[src/rtl/rob_pkg.sv]
// Shared definitions for the reorder buffer.
//   ROB_SZ     : number of entries (power of two, >= 2)
//   ROB_TAG_W  : tag width; tag 0 means "no tag", entry i carries tag i+1
//   ROB_PTR_W  : head/tail pointer width
//   rob_entry_t: per-entry state {valid, complete, has_dest, dest_reg, value, pc}
package rob_pkg;

   localparam int unsigned ROB_SZ    = 8;
   localparam int unsigned ROB_TAG_W = $clog2(ROB_SZ + 1);
   localparam int unsigned ROB_PTR_W = $clog2(ROB_SZ);

   localparam logic [ROB_TAG_W-1:0] NO_TAG = '0;

   typedef struct packed {
      logic        valid;
      logic        complete;
      logic        has_dest;
      logic [4:0]  dest_reg;
      logic [31:0] value;
      logic [31:0] pc;
   } rob_entry_t;

   function automatic logic [ROB_TAG_W-1:0] ptr_to_tag(input logic [ROB_PTR_W-1:0] ptr);
      return ROB_TAG_W'(ptr) + ROB_TAG_W'(1);
   endfunction

   function automatic logic [ROB_PTR_W-1:0] tag_to_ptr(input logic [ROB_TAG_W-1:0] tag);
      logic [ROB_TAG_W-1:0] w_idx;
      w_idx = tag - ROB_TAG_W'(1);
      return w_idx[ROB_PTR_W-1:0];
   endfunction

   // Returns {ready, value}. A same-cycle CDB broadcast wins over the stored value.
   function automatic logic [32:0] read_operand(input logic [ROB_TAG_W-1:0] tag,
                                                input rob_entry_t           ent,
                                                input logic                 cdb_valid,
                                                input logic [ROB_TAG_W-1:0] cdb_tag,
                                                input logic [31:0]          cdb_value);
      if (tag == NO_TAG || tag > ROB_TAG_W'(ROB_SZ)) return '0;
      if (cdb_valid && cdb_tag == tag)               return {1'b1, cdb_value};
      if (ent.valid && ent.complete)                 return {1'b1, ent.value};
      return '0;
   endfunction

endpackage

[src/rtl/rob_ptr_ctr.sv]
// Wrap-around pointer for the reorder buffer head/tail.
//   clock   : clock
//   reset   : synchronous, active-high reset (pointer -> 0)
//   i_clear : synchronous clear (pointer -> 0), used for squash
//   i_inc   : advance the pointer by one, wrapping DEPTH-1 -> 0
//   o_ptr   : current pointer value
module rob_ptr_ctr #(
   parameter int unsigned DEPTH = 8,
   parameter int unsigned PTR_W = $clog2(DEPTH)
) (
   input  logic             clock,
   input  logic             reset,
   input  logic             i_clear,
   input  logic             i_inc,
   output logic [PTR_W-1:0] o_ptr
);

   logic [PTR_W-1:0] r_ptr;

   always_ff @(posedge clock) begin
      if (reset || i_clear) begin
         r_ptr <= '0;
      end else if (i_inc) begin
         r_ptr <= (r_ptr == PTR_W'(DEPTH - 1)) ? '0 : r_ptr + PTR_W'(1);
      end
   end

   assign o_ptr = r_ptr;

endmodule

[src/rtl/rob.sv]
// Reorder buffer: circular queue of in-flight instructions, allocated in order at dispatch,
// completed by CDB broadcasts and retired in order from the head, one per cycle.
//   clock, reset             : clock, synchronous active-high reset
//   i_dispatch_*             : allocation request at the tail (valid, has_dest, dest_reg, pc)
//   i_squash                 : flush all entries (mispredict)
//   i_cdb_valid/tag/value    : completion broadcast
//   i_rd_tag_a/b             : operand lookup tags
//   o_rd_ready_a/b, value_a/b: forwarded operand (value 0 when not ready)
//   o_tail_tag, o_head_tag   : tag for the next dispatch / oldest entry (0 when empty)
//   o_full, o_empty, o_count : occupancy
//   o_retire_*               : head entry retiring this cycle
module rob
   import rob_pkg::*;
(
   input  logic                 clock,
   input  logic                 reset,
   input  logic                 i_dispatch_valid,
   input  logic                 i_dispatch_has_dest,
   input  logic [4:0]           i_dispatch_dest_reg,
   input  logic [31:0]          i_dispatch_pc,
   input  logic                 i_squash,
   input  logic                 i_cdb_valid,
   input  logic [ROB_TAG_W-1:0] i_cdb_tag,
   input  logic [31:0]          i_cdb_value,
   input  logic [ROB_TAG_W-1:0] i_rd_tag_a,
   input  logic [ROB_TAG_W-1:0] i_rd_tag_b,
   output logic                 o_rd_ready_a,
   output logic                 o_rd_ready_b,
   output logic [31:0]          o_rd_value_a,
   output logic [31:0]          o_rd_value_b,
   output logic [ROB_TAG_W-1:0] o_tail_tag,
   output logic [ROB_TAG_W-1:0] o_head_tag,
   output logic                 o_full,
   output logic                 o_empty,
   output logic [ROB_TAG_W-1:0] o_count,
   output logic                 o_retire_valid,
   output logic [ROB_TAG_W-1:0] o_retire_tag,
   output logic                 o_retire_has_dest,
   output logic [4:0]           o_retire_dest_reg,
   output logic [31:0]          o_retire_value,
   output logic [31:0]          o_retire_pc
);

   rob_entry_t r_entries [ROB_SZ];
   rob_entry_t w_entries_next [ROB_SZ];
   logic [ROB_TAG_W-1:0] r_count;

   logic [ROB_PTR_W-1:0] w_head;
   logic [ROB_PTR_W-1:0] w_tail;
   logic [ROB_PTR_W-1:0] w_cdb_idx;
   logic                 w_accept;
   logic                 w_retire;
   logic                 w_cdb_hit;
   rob_entry_t           w_head_ent;
   logic [32:0]          w_rd_a;
   logic [32:0]          w_rd_b;

   assign w_head_ent = r_entries[w_head];
   assign o_full     = (r_count == ROB_TAG_W'(ROB_SZ));
   assign o_empty    = (r_count == '0);
   assign o_count    = r_count;

   // Full blocks dispatch even when the head retires in the same cycle.
   assign w_accept = i_dispatch_valid && !o_full && !i_squash;
   assign w_retire = w_head_ent.valid && w_head_ent.complete && !i_squash && !reset;

   assign w_cdb_idx = tag_to_ptr(i_cdb_tag);
   assign w_cdb_hit = i_cdb_valid && (i_cdb_tag != NO_TAG) &&
                      (i_cdb_tag <= ROB_TAG_W'(ROB_SZ)) && r_entries[w_cdb_idx].valid;

   rob_ptr_ctr #(
      .DEPTH (ROB_SZ),
      .PTR_W (ROB_PTR_W)
   ) u_head_ptr (
      .clock   (clock),
      .reset   (reset),
      .i_clear (i_squash),
      .i_inc   (w_retire),
      .o_ptr   (w_head)
   );

   rob_ptr_ctr #(
      .DEPTH (ROB_SZ),
      .PTR_W (ROB_PTR_W)
   ) u_tail_ptr (
      .clock   (clock),
      .reset   (reset),
      .i_clear (i_squash),
      .i_inc   (w_accept),
      .o_ptr   (w_tail)
   );

   // Dispatch, completion and retirement never collide harmfully: a dispatch target is not
   // yet valid so the CDB ignores it, and the retire clear is applied last.
   always_comb begin
      for (int i = 0; i < int'(ROB_SZ); i++) begin
         w_entries_next[i] = r_entries[i];
      end
      if (w_accept) begin
         w_entries_next[w_tail].valid    = 1'b1;
         w_entries_next[w_tail].complete = 1'b0;
         w_entries_next[w_tail].has_dest = i_dispatch_has_dest;
         w_entries_next[w_tail].dest_reg = i_dispatch_dest_reg;
         w_entries_next[w_tail].value    = '0;
         w_entries_next[w_tail].pc       = i_dispatch_pc;
      end
      if (w_cdb_hit) begin
         w_entries_next[w_cdb_idx].complete = 1'b1;
         w_entries_next[w_cdb_idx].value    = i_cdb_value;
      end
      if (w_retire) begin
         w_entries_next[w_head] = '0;
      end
   end

   always_ff @(posedge clock) begin
      if (reset || i_squash) begin
         for (int i = 0; i < int'(ROB_SZ); i++) begin
            r_entries[i] <= '0;
         end
         r_count <= '0;
      end else begin
         for (int i = 0; i < int'(ROB_SZ); i++) begin
            r_entries[i] <= w_entries_next[i];
         end
         case ({w_accept, w_retire})
            2'b10:   r_count <= r_count + ROB_TAG_W'(1);
            2'b01:   r_count <= r_count - ROB_TAG_W'(1);
            default: r_count <= r_count;
         endcase
      end
   end

   assign w_rd_a = read_operand(i_rd_tag_a, r_entries[tag_to_ptr(i_rd_tag_a)],
                                i_cdb_valid, i_cdb_tag, i_cdb_value);
   assign w_rd_b = read_operand(i_rd_tag_b, r_entries[tag_to_ptr(i_rd_tag_b)],
                                i_cdb_valid, i_cdb_tag, i_cdb_value);

   assign o_rd_ready_a = w_rd_a[32];
   assign o_rd_value_a = w_rd_a[31:0];
   assign o_rd_ready_b = w_rd_b[32];
   assign o_rd_value_b = w_rd_b[31:0];

   assign o_tail_tag = ptr_to_tag(w_tail);
   assign o_head_tag = w_head_ent.valid ? ptr_to_tag(w_head) : NO_TAG;

   assign o_retire_valid    = w_retire;
   assign o_retire_tag      = ptr_to_tag(w_head);
   assign o_retire_has_dest = w_head_ent.has_dest;
   assign o_retire_dest_reg = w_head_ent.dest_reg;
   assign o_retire_value    = w_head_ent.value;
   assign o_retire_pc       = w_head_ent.pc;

endmodule

[config.mk]
export PLATFORM = sky130hd
export DESIGN_NAME = rob
export DESIGN_NICKNAME = d
export VERILOG_FILES = /design/src/rtl/rob_pkg.sv /design/src/rtl/rob_ptr_ctr.sv /design/src/rtl/rob.sv
export SDC_FILE = /design/constraint.sdc
export NUM_CORES = 2
export LEC_CHECK = 0
export CAP_MARGIN = 10
export CORE_ASPECT_RATIO = 1.25
export CORE_MARGIN = 2
export CORE_UTILIZATION = 55
export CTS_BUF_LIST = sky130_fd_sc_hd__clkbuf_4 sky130_fd_sc_hd__clkbuf_8
export DETAILED_ROUTE_END_ITERATION = 8
export PLACE_DENSITY = 0.79
export SYNTH_ARGS = -nofsm -noshare
export SYNTH_HDL_FRONTEND = slang
export SYNTH_SLANG_ARGS = --single-unit
[constraint.sdc]
create_clock -name clock -period 4 [get_ports clock]
set_input_delay 0.6 -clock clock [delete_from_list [all_inputs] [get_ports clock]]
set_output_delay 0.6 -clock clock [all_outputs]
set_load 0.02 [all_outputs]
Word level (Yosys, flattened, before mapping)
Memories as Yosys holds them, arrays and structs flattened. A register that Yosys moved wholly into a read port is not among the register bits.
Index checks and enable logic that the tools add are counted.
{"block": "word_totals", "memories": 1, "in_bits": 87, "regBits": 10, "mem_bits_rw": 576, "output_inout_bits": 155, "wordCells": 138}
{"block": "op_classes", "muxes": 70, "bitwise_logic": 13, "magnitude_cmp": 9, "eq_ne": 7, "addsub": 9, "reduce_logical": 26}
{"memory": "r_entries", "words": 8, "word_bits": 72, "rd": 12, "rd_clocked_by_memory_dff": 1, "write_ports": 8, "line": "rob.sv:44", "text": "rob_entry_t r_entries [ROB_SZ];"}
{"cell": "$bwmux W576", "n": 8}
{"cell": "$demux W72 S3", "n": 9}
{"cell": "$mux W576", "n": 3}
{"cell": "$mux W72", "n": 10}
{"cell": "$and A576 B576 Y576", "n": 1}
{"cell": "$not A576 Y576", "n": 1}
{"cell": "$mux W33", "n": 12}
{"cell": "$mux W71", "n": 2}
{"cell": "$mux W64", "n": 2}
{"cell": "$mux W70", "n": 1}
{"cell": "$mux W69", "n": 1}
{"cell": "$mux W32", "n": 1}
{"cell": "$logic_and A1 B1 Y1", "n": 15}
{"cell": "$mux W1", "n": 15}
{"cell": "$ge A4 B4 Y1 const B", "n": 3}
{"cell": "$logic_not A4 Y1", "n": 3}
{"cell": "$lt A4 B1 Y1 const B", "n": 3}
{"cell": "$mux W3", "n": 4}
{"cell": "$not A3 Y4", "n": 3}
{"cell": "$sub A3 B1 Y3 const B", "n": 3}
{"cell": "$add A3 B1 Y4 const B", "n": 2}
{"cell": "$eq A4 B4 Y1", "n": 2}
{"cell": "$gt A4 B4 Y1 const B", "n": 2}
{"cell": "$or A1 B1 Y1", "n": 8}
{"cell": "other kinds (14)", "n": 20}

Longest topological paths before layout
{"block": "depth", "word_depth": 18, "mapped_depth": 14, "depth_no_buf": 11}

Modules after synthesis
A second synthesis with hierarchy kept.
{"block": "hier_totals", "hier_cells": 3197, "area_unflattened_um2": 31437.7}
{"mod": "rob", "seq_area_each_um2": 11611.1, "n_inst": 1, "area_each_um2": 31139.9, "cells_per_inst": 3171}
{"mod": "rob_ptr_ctr", "seq_area_each_um2": 60.1, "n_inst": 2, "area_each_um2": 148.9, "cells_per_inst": 13}

Worst setup path before layout
No wires, ideal clock.
{"block": "synth_path", "path_type": "input to output", "from": "input i_rd_tag_b[0]", "to": "output o_rd_value_b[11]", "t_arrival_ns": 3.555, "setup_slack_ns": -0.155, "path_buffers": 6, "required_time_ns": 3.400, "cell_stages": 13, "path_cell_list": "clkbuf_1 > clkbuf_1 > clkinv_1 > clkbuf_1 > ha_1 > xnor2_1 > buf_1 > o2111ai_1 > and4_1 > and3_1 > clkbuf_1 > clkbuf_1 > a32o_1"}
{"block": "synth_between", "elab_chain_len": 9, "word_cells_on_any_way": 19, "cone_classes": "add/sub: 1; order compare: 1; eq/ne: 1; mux: 11; reduce/logical: 4; memory: 1"}
{"element": "start, declared", "line": "rob.sv:26", "text": "input logic [ROB_TAG_W-1:0] i_rd_tag_b,"}
{"element": "$sub A3 B1 Y3", "line": "rob_pkg.sv:29", "text": "w_idx = tag - ROB_TAG_W'(1);"}
{"element": "$mem_v2 Z8 W72"}
{"element": "$logic_and A1 B1 Y1", "line": "rob_pkg.sv:41", "text": "if (ent.valid && ent.complete) return {1'b1, ent.value};"}
{"element": "$mux W1 (2 in a row)", "line": "rob_pkg.sv:41"}
{"element": "$mux W1", "line": "rob_pkg.sv:40", "text": "if (cdb_valid && cdb_tag == tag) return {1'b1, cdb_value};"}
{"element": "$mux W33", "line": "rob_pkg.sv:42", "text": "return '0;"}
{"element": "$mux W33", "line": "rob_pkg.sv:41"}
{"element": "$mux W33 (*)", "line": "rob_pkg.sv:40"}
{"element": "end, declared", "line": "rob.sv:30", "text": "output logic [31:0] o_rd_value_b,"}
Mark *: on every way between the ends. The rest lies on a longest branch, timed or not. The select of a mux whose other input is x is not followed.

Final worst setup path
{"block": "layout_path", "from": "input i_rd_tag_a[1]", "to": "output o_rd_value_a[4]"}
{"block": "layout_between", "elab_chain_len": 9, "word_cells_on_any_way": 19, "cone_classes": "add/sub: 1; order compare: 1; eq/ne: 1; mux: 11; reduce/logical: 4; memory: 1"}
{"element": "start, declared", "line": "rob.sv:25", "text": "input logic [ROB_TAG_W-1:0] i_rd_tag_a,"}
{"element": "$sub A3 B1 Y3", "line": "rob_pkg.sv:29"}
{"element": "$mem_v2 Z8 W72"}
{"element": "$logic_and A1 B1 Y1", "line": "rob_pkg.sv:41"}
{"element": "$mux W1 (2 in a row)", "line": "rob_pkg.sv:41"}
{"element": "$mux W1", "line": "rob_pkg.sv:40"}
{"element": "$mux W33", "line": "rob_pkg.sv:42"}
{"element": "$mux W33", "line": "rob_pkg.sv:41"}
{"element": "$mux W33 (*)", "line": "rob_pkg.sv:40"}
{"element": "end, declared", "line": "rob.sv:29", "text": "output logic [31:0] o_rd_value_a,"}
Marked as above.

==> results.sh <==
export IMPL_finish_utilization=0.653
export IMPL_synthToLayoutAreaGrowth_pct=17.9
export IMPL_min_from="r_entries[6][3]$_SDFF_PP0_"
export IMPL_nets=3727
export IMPL_synth_sequential_area_ratio=0.388
export IMPL_post_synth_top_area_fraction=0.388
export IMPL_hold_viol_final=0
export IMPL_reg2reg_to="o_count[2]$_SDFFE_PP0P_"
export IMPL_critical_path_endpoint_type="primary output"
export IMPL_die_w_um=214
export IMPL_post_synth_main_area_contributors="sky130_fd_sc_hd__dfxtp_1, sky130_fd_sc_hd__mux4_2, sky130_fd_sc_hd__nand2_1, sky130_fd_sc_hd__a21oi_1, sky130_fd_sc_hd__a22oi_1"
export IMPL_required_ns=3.40
export IMPL_post_synth_cell_area_avg_um2=8.56
export IMPL_port_buffer_count=241
export IMPL_clock_pin_slew_on_the_worst_setup_and_hold_paths_ns=0.06
export IMPL_p_comb_frac=0.090
export IMPL_summed_negative_setup_slack_over_all_endpoints_ns=0
export IMPL_clockPowerShare=0.457
export IMPL_grt_pass1_wl_um=168000
export IMPL_share_of_layout_cells_above_drive_strength_1=0.167
export IMPL_antenna_violating_nets_post_route=0
export IMPL_number_of_failing_setup_endpoints_in_the_final_timing_report=0
export IMPL_dp_worst_slack_ns=-0.142
export IMPL_avgRoutedWirePerCell_um=25.0
export IMPL_post_route_drc_count=0
export IMPL_grt_pass1_vias=29100
export IMPL_fp_dieArea_mm2=0.0571
export IMPL_netlist_top_cell_by_area="sky130_fd_sc_hd__dfxtp_1"
export IMPL_power_per_cell_area_mw_per_mm2=363
export IMPL_synth_warning_count=0
export IMPL_cp_start_kind="primary input"
export IMPL_yosys_cell_types_count=49
export IMPL_drt_wl_total_um=111000
export IMPL_max_cap_viol_count=0
export IMPL_switching_share=0.254
export IMPL_detail_routed_via_count_per_cell=6.67
export IMPL_post_dp_hpwl_um=62800
export IMPL_detailedRoute_firstPassIterationCount=7
export IMPL_grt_util_all_layers=0.381
export IMPL_data_arrival_time_of_the_critical_path_ns=3.38
export IMPL_number_of_vias_in_the_routed_layout=29600
export IMPL_cp_startpoint="i_rd_tag_a[1]"
export IMPL_max_freq_ghz=0.251
export IMPL_post_synthesis_net_count=3645
export IMPL_netlist_instances=3546
export IMPL_crit_path_end="o_rd_value_a[4]"
export IMPL_mappedNetlistArea_mm2=0.0304
export IMPL_maximum_number_of_pins_on_one_net_before_global_route_repair=73
export IMPL_power_dissipated_by_switching_net_loads_w=0.00330
export IMPL_filler_cell_count=4453
export IMPL_reg2regPathDepth=10
export IMPL_reg2reg_setup_slack_ns=0.86
export IMPL_total_leakage_power_nw=12.0
export IMPL_worst_hold_path_num_cells=2
export IMPL_vdd_ir_drop_max_mv=0.300
export IMPL_period_minus_slack_ns=3.98
export IMPL_final_setup_skew_ns=0.0527
export IMPL_design_internal_power_w=0.00969
export IMPL_finalCritPeriodShare=0.994
export IMPL_cell_row_count=96
export IMPL_antenna_found_initial=10
export IMPL_hold_class="reg2reg"
export IMPL_timing_max_slew_rel_slack=0.110
export IMPL_deepest_clock_path_buffer_count=3
export IMPL_cts_sinks=589
export IMPL_grt_overflow_total=0
export IMPL_slew_violations=0
export IMPL_first_iter_violations=3803
export IMPL_sequential_fraction_of_design_power=0.453
export IMPL_outcome="finished clean"
export IMPL_floorplan_core_area_mm2=0.0548
export IMPL_dieHeight_um=267
export IMPL_pin_count=242
export IMPL_ys_seq_elements=589
export IMPL_cts_buffers=95
export IMPL_insertion_delay_ns=0.74
export IMPL_tritoncts="yes"
export IMPL_floorplan_initialDensity=0.554
export IMPL_htree_levels=3
export IMPL_critical_path_class="in2out"
export IMPL_transition_time_at_the_pin_with_the_least_slew_margin_ns=1.34
export IMPL_worstPathMaxFanout=7
export IMPL_clk_root_buffer_cell="sky130_fd_sc_hd__clkbuf_8"
export IMPL_post_route_worst_setup_slack_ns=0.0238
export IMPL_gp_routability_congestion=0.948
==> critical path, cell delays in order <==
cell and delay [ns]:
sky130_fd_sc_hd__clkdlybuf4s50_1 0.49, sky130_fd_sc_hd__inv_1 0.11, sky130_fd_sc_hd__ha_2 0.42, sky130_fd_sc_hd__inv_4 0.09, sky130_fd_sc_hd__o2111ai_1 0.08, sky130_fd_sc_hd__and4_1 0.31
sky130_fd_sc_hd__and3_1 0.28, sky130_fd_sc_hd__buf_4 0.24, sky130_fd_sc_hd__a22o_1 0.15, sky130_fd_sc_hd__clkdlybuf4s50_1 0.60
==> registers in the layout, summed over array words and instances, names as in the netlist, named ones only <==
name and cells:
o_count 4, r_entries 576, u_head_ptr.o_ptr 3, u_tail_ptr.o_ptr 3
==> logic make-up (layout without fill, tap and decap cells) <==
logic type / after synthesis / after routing / share of synthesized area
AND/OR/NAND/NOR: 1554 / 1554 / 0.203
multiplexers: 280 / 280 / 0.189
AO/OA/AOI/OAI: 702 / 702 / 0.150
other: 0 / 5 / 0
adder cells (fa/ha/maj): 12 / 12 / 0.00495
XOR/XNOR: 18 / 18 / 0.00519
buffers and inverters: 391 / 542 / 0.0592
flip-flops: 589 / 589 / 0.388
==> power by group through the flow <==
stage	sequential (W)	combinational (W)	clock [W]
2_1_floorplan	0.00601	0.000640	0
3_3_place_gp	0.00601	0.00110	0
3_5_place_dp	0.00601	0.00111	0
4_1_cts	0.00588	0.00111	0.00592
5_1_grt	0.00588	0.00120	0.00620
6_report	0.00588	0.00117	0.00593
==> cell type report <==
cell class | instances | area (um2) | area share
clock inverter | 22 | 320 | 0.00895
clock buffer | 144 | 1810 | 0.0507
tap | 735 | 920 | 0.0257
multi-input combinational | 2566 | 17000 | 0.476
antenna | 5 | 12.5 | 0.000350
timing repair buffer | 357 | 3790 | 0.106
sequential | 589 | 11800 | 0.330
inverter | 19 | 75.1 | 0.00210
==> worst min path at each step <==
stage / to / slack (ns)
finish: r_entries[6][3]$_SDFF_PP0_ / 0.45
global route: r_entries[3][9]$_SDFF_PP0_ / 0.47
CTS: r_entries[6][3]$_SDFF_PP0_ / 0.45
detailed placement: r_entries[6][3]$_SDFF_PP0_ / 0.44
global placement: r_entries[7][23]$_SDFF_PP0_ / 0.44
floorplan: r_entries[2][64]$_SDFF_PP0_ / 0.43
==> per-layer routing <==
metal / share of wire / global-route usage
met3: 0.13 / 0.105
met4: 0.073 / 0.271
met1: 0.33 / 0.440
met5: 0.00068 / 0
met2: 0.46 / 0.614
==> cell usage after synthesis, drive strengths merged <==
library cell,n
o21a,1
o41ai,4
nor2b,7
nor2,185
a32o,18
or3b,3
nor3,7
o21ai,8
ha,12
nand4,1
a22o,46
nor4,2
or4,1
mux2,1
or3,3
nand2,1173
nand2b,3
or2,1
dfxtp,589
mux4,234
xnor2,6
and4,3
nand3,150
nor4b,2
nor4bb,2
a32oi,36
o2111ai,8
inv,17
nand3b,4
a21oi,448
xor2,12
or4b,1
mux2i,45
clkbuf,232
and3,6
clkinv,2
buf,140
a211oi,4
o221a,1
a22oi,128
==> metrics by stage <==
stage	hold WS (ns)	instances	cell area [um2]	power (W)
5_1_grt	0.468	4435	35800	0.0133
3_5_place_dp	0.443	4264	33500	0.00712
3_3_place_gp	0.438	4264	33500	0.00712
4_1_cts	0.452	4430	35600	0.0129
6_report	0.451	4437	35800	0.0130
2_1_floorplan	0.431	3546	30400	0.00665
==> what timing repair did <==
item,in CTS,in global routing
endpoints found under the setup margin,54,33
buffers inserted,0,1
resized for setup,14,26
hold buffers,0,0
gates cloned,0,1
==> placed cells by master (no fill, tap or decap), drive strengths merged, types with 6 or more instances in the layout <==
cell / instances
dfxtp: 589
nor3: 7
a22oi: 128
clkdlybuf4s50: 214
a22o: 46
mux4: 234
o21ai: 8
inv: 18
clkinv: 14
o2111ai: 8
nand3: 150
nand2: 1173
xnor2: 6
a21oi: 448
nor2b: 7
mux2i: 45
dlygate4sd2: 8
clkbuf: 145
ha: 12
buf: 117
and3: 6
dlymetal6s2s: 17
bufinv: 8
a32o: 18
nor2: 185
xor2: 12
a32oi: 36
No activity file was read; power rests on OpenSTA's default activity.
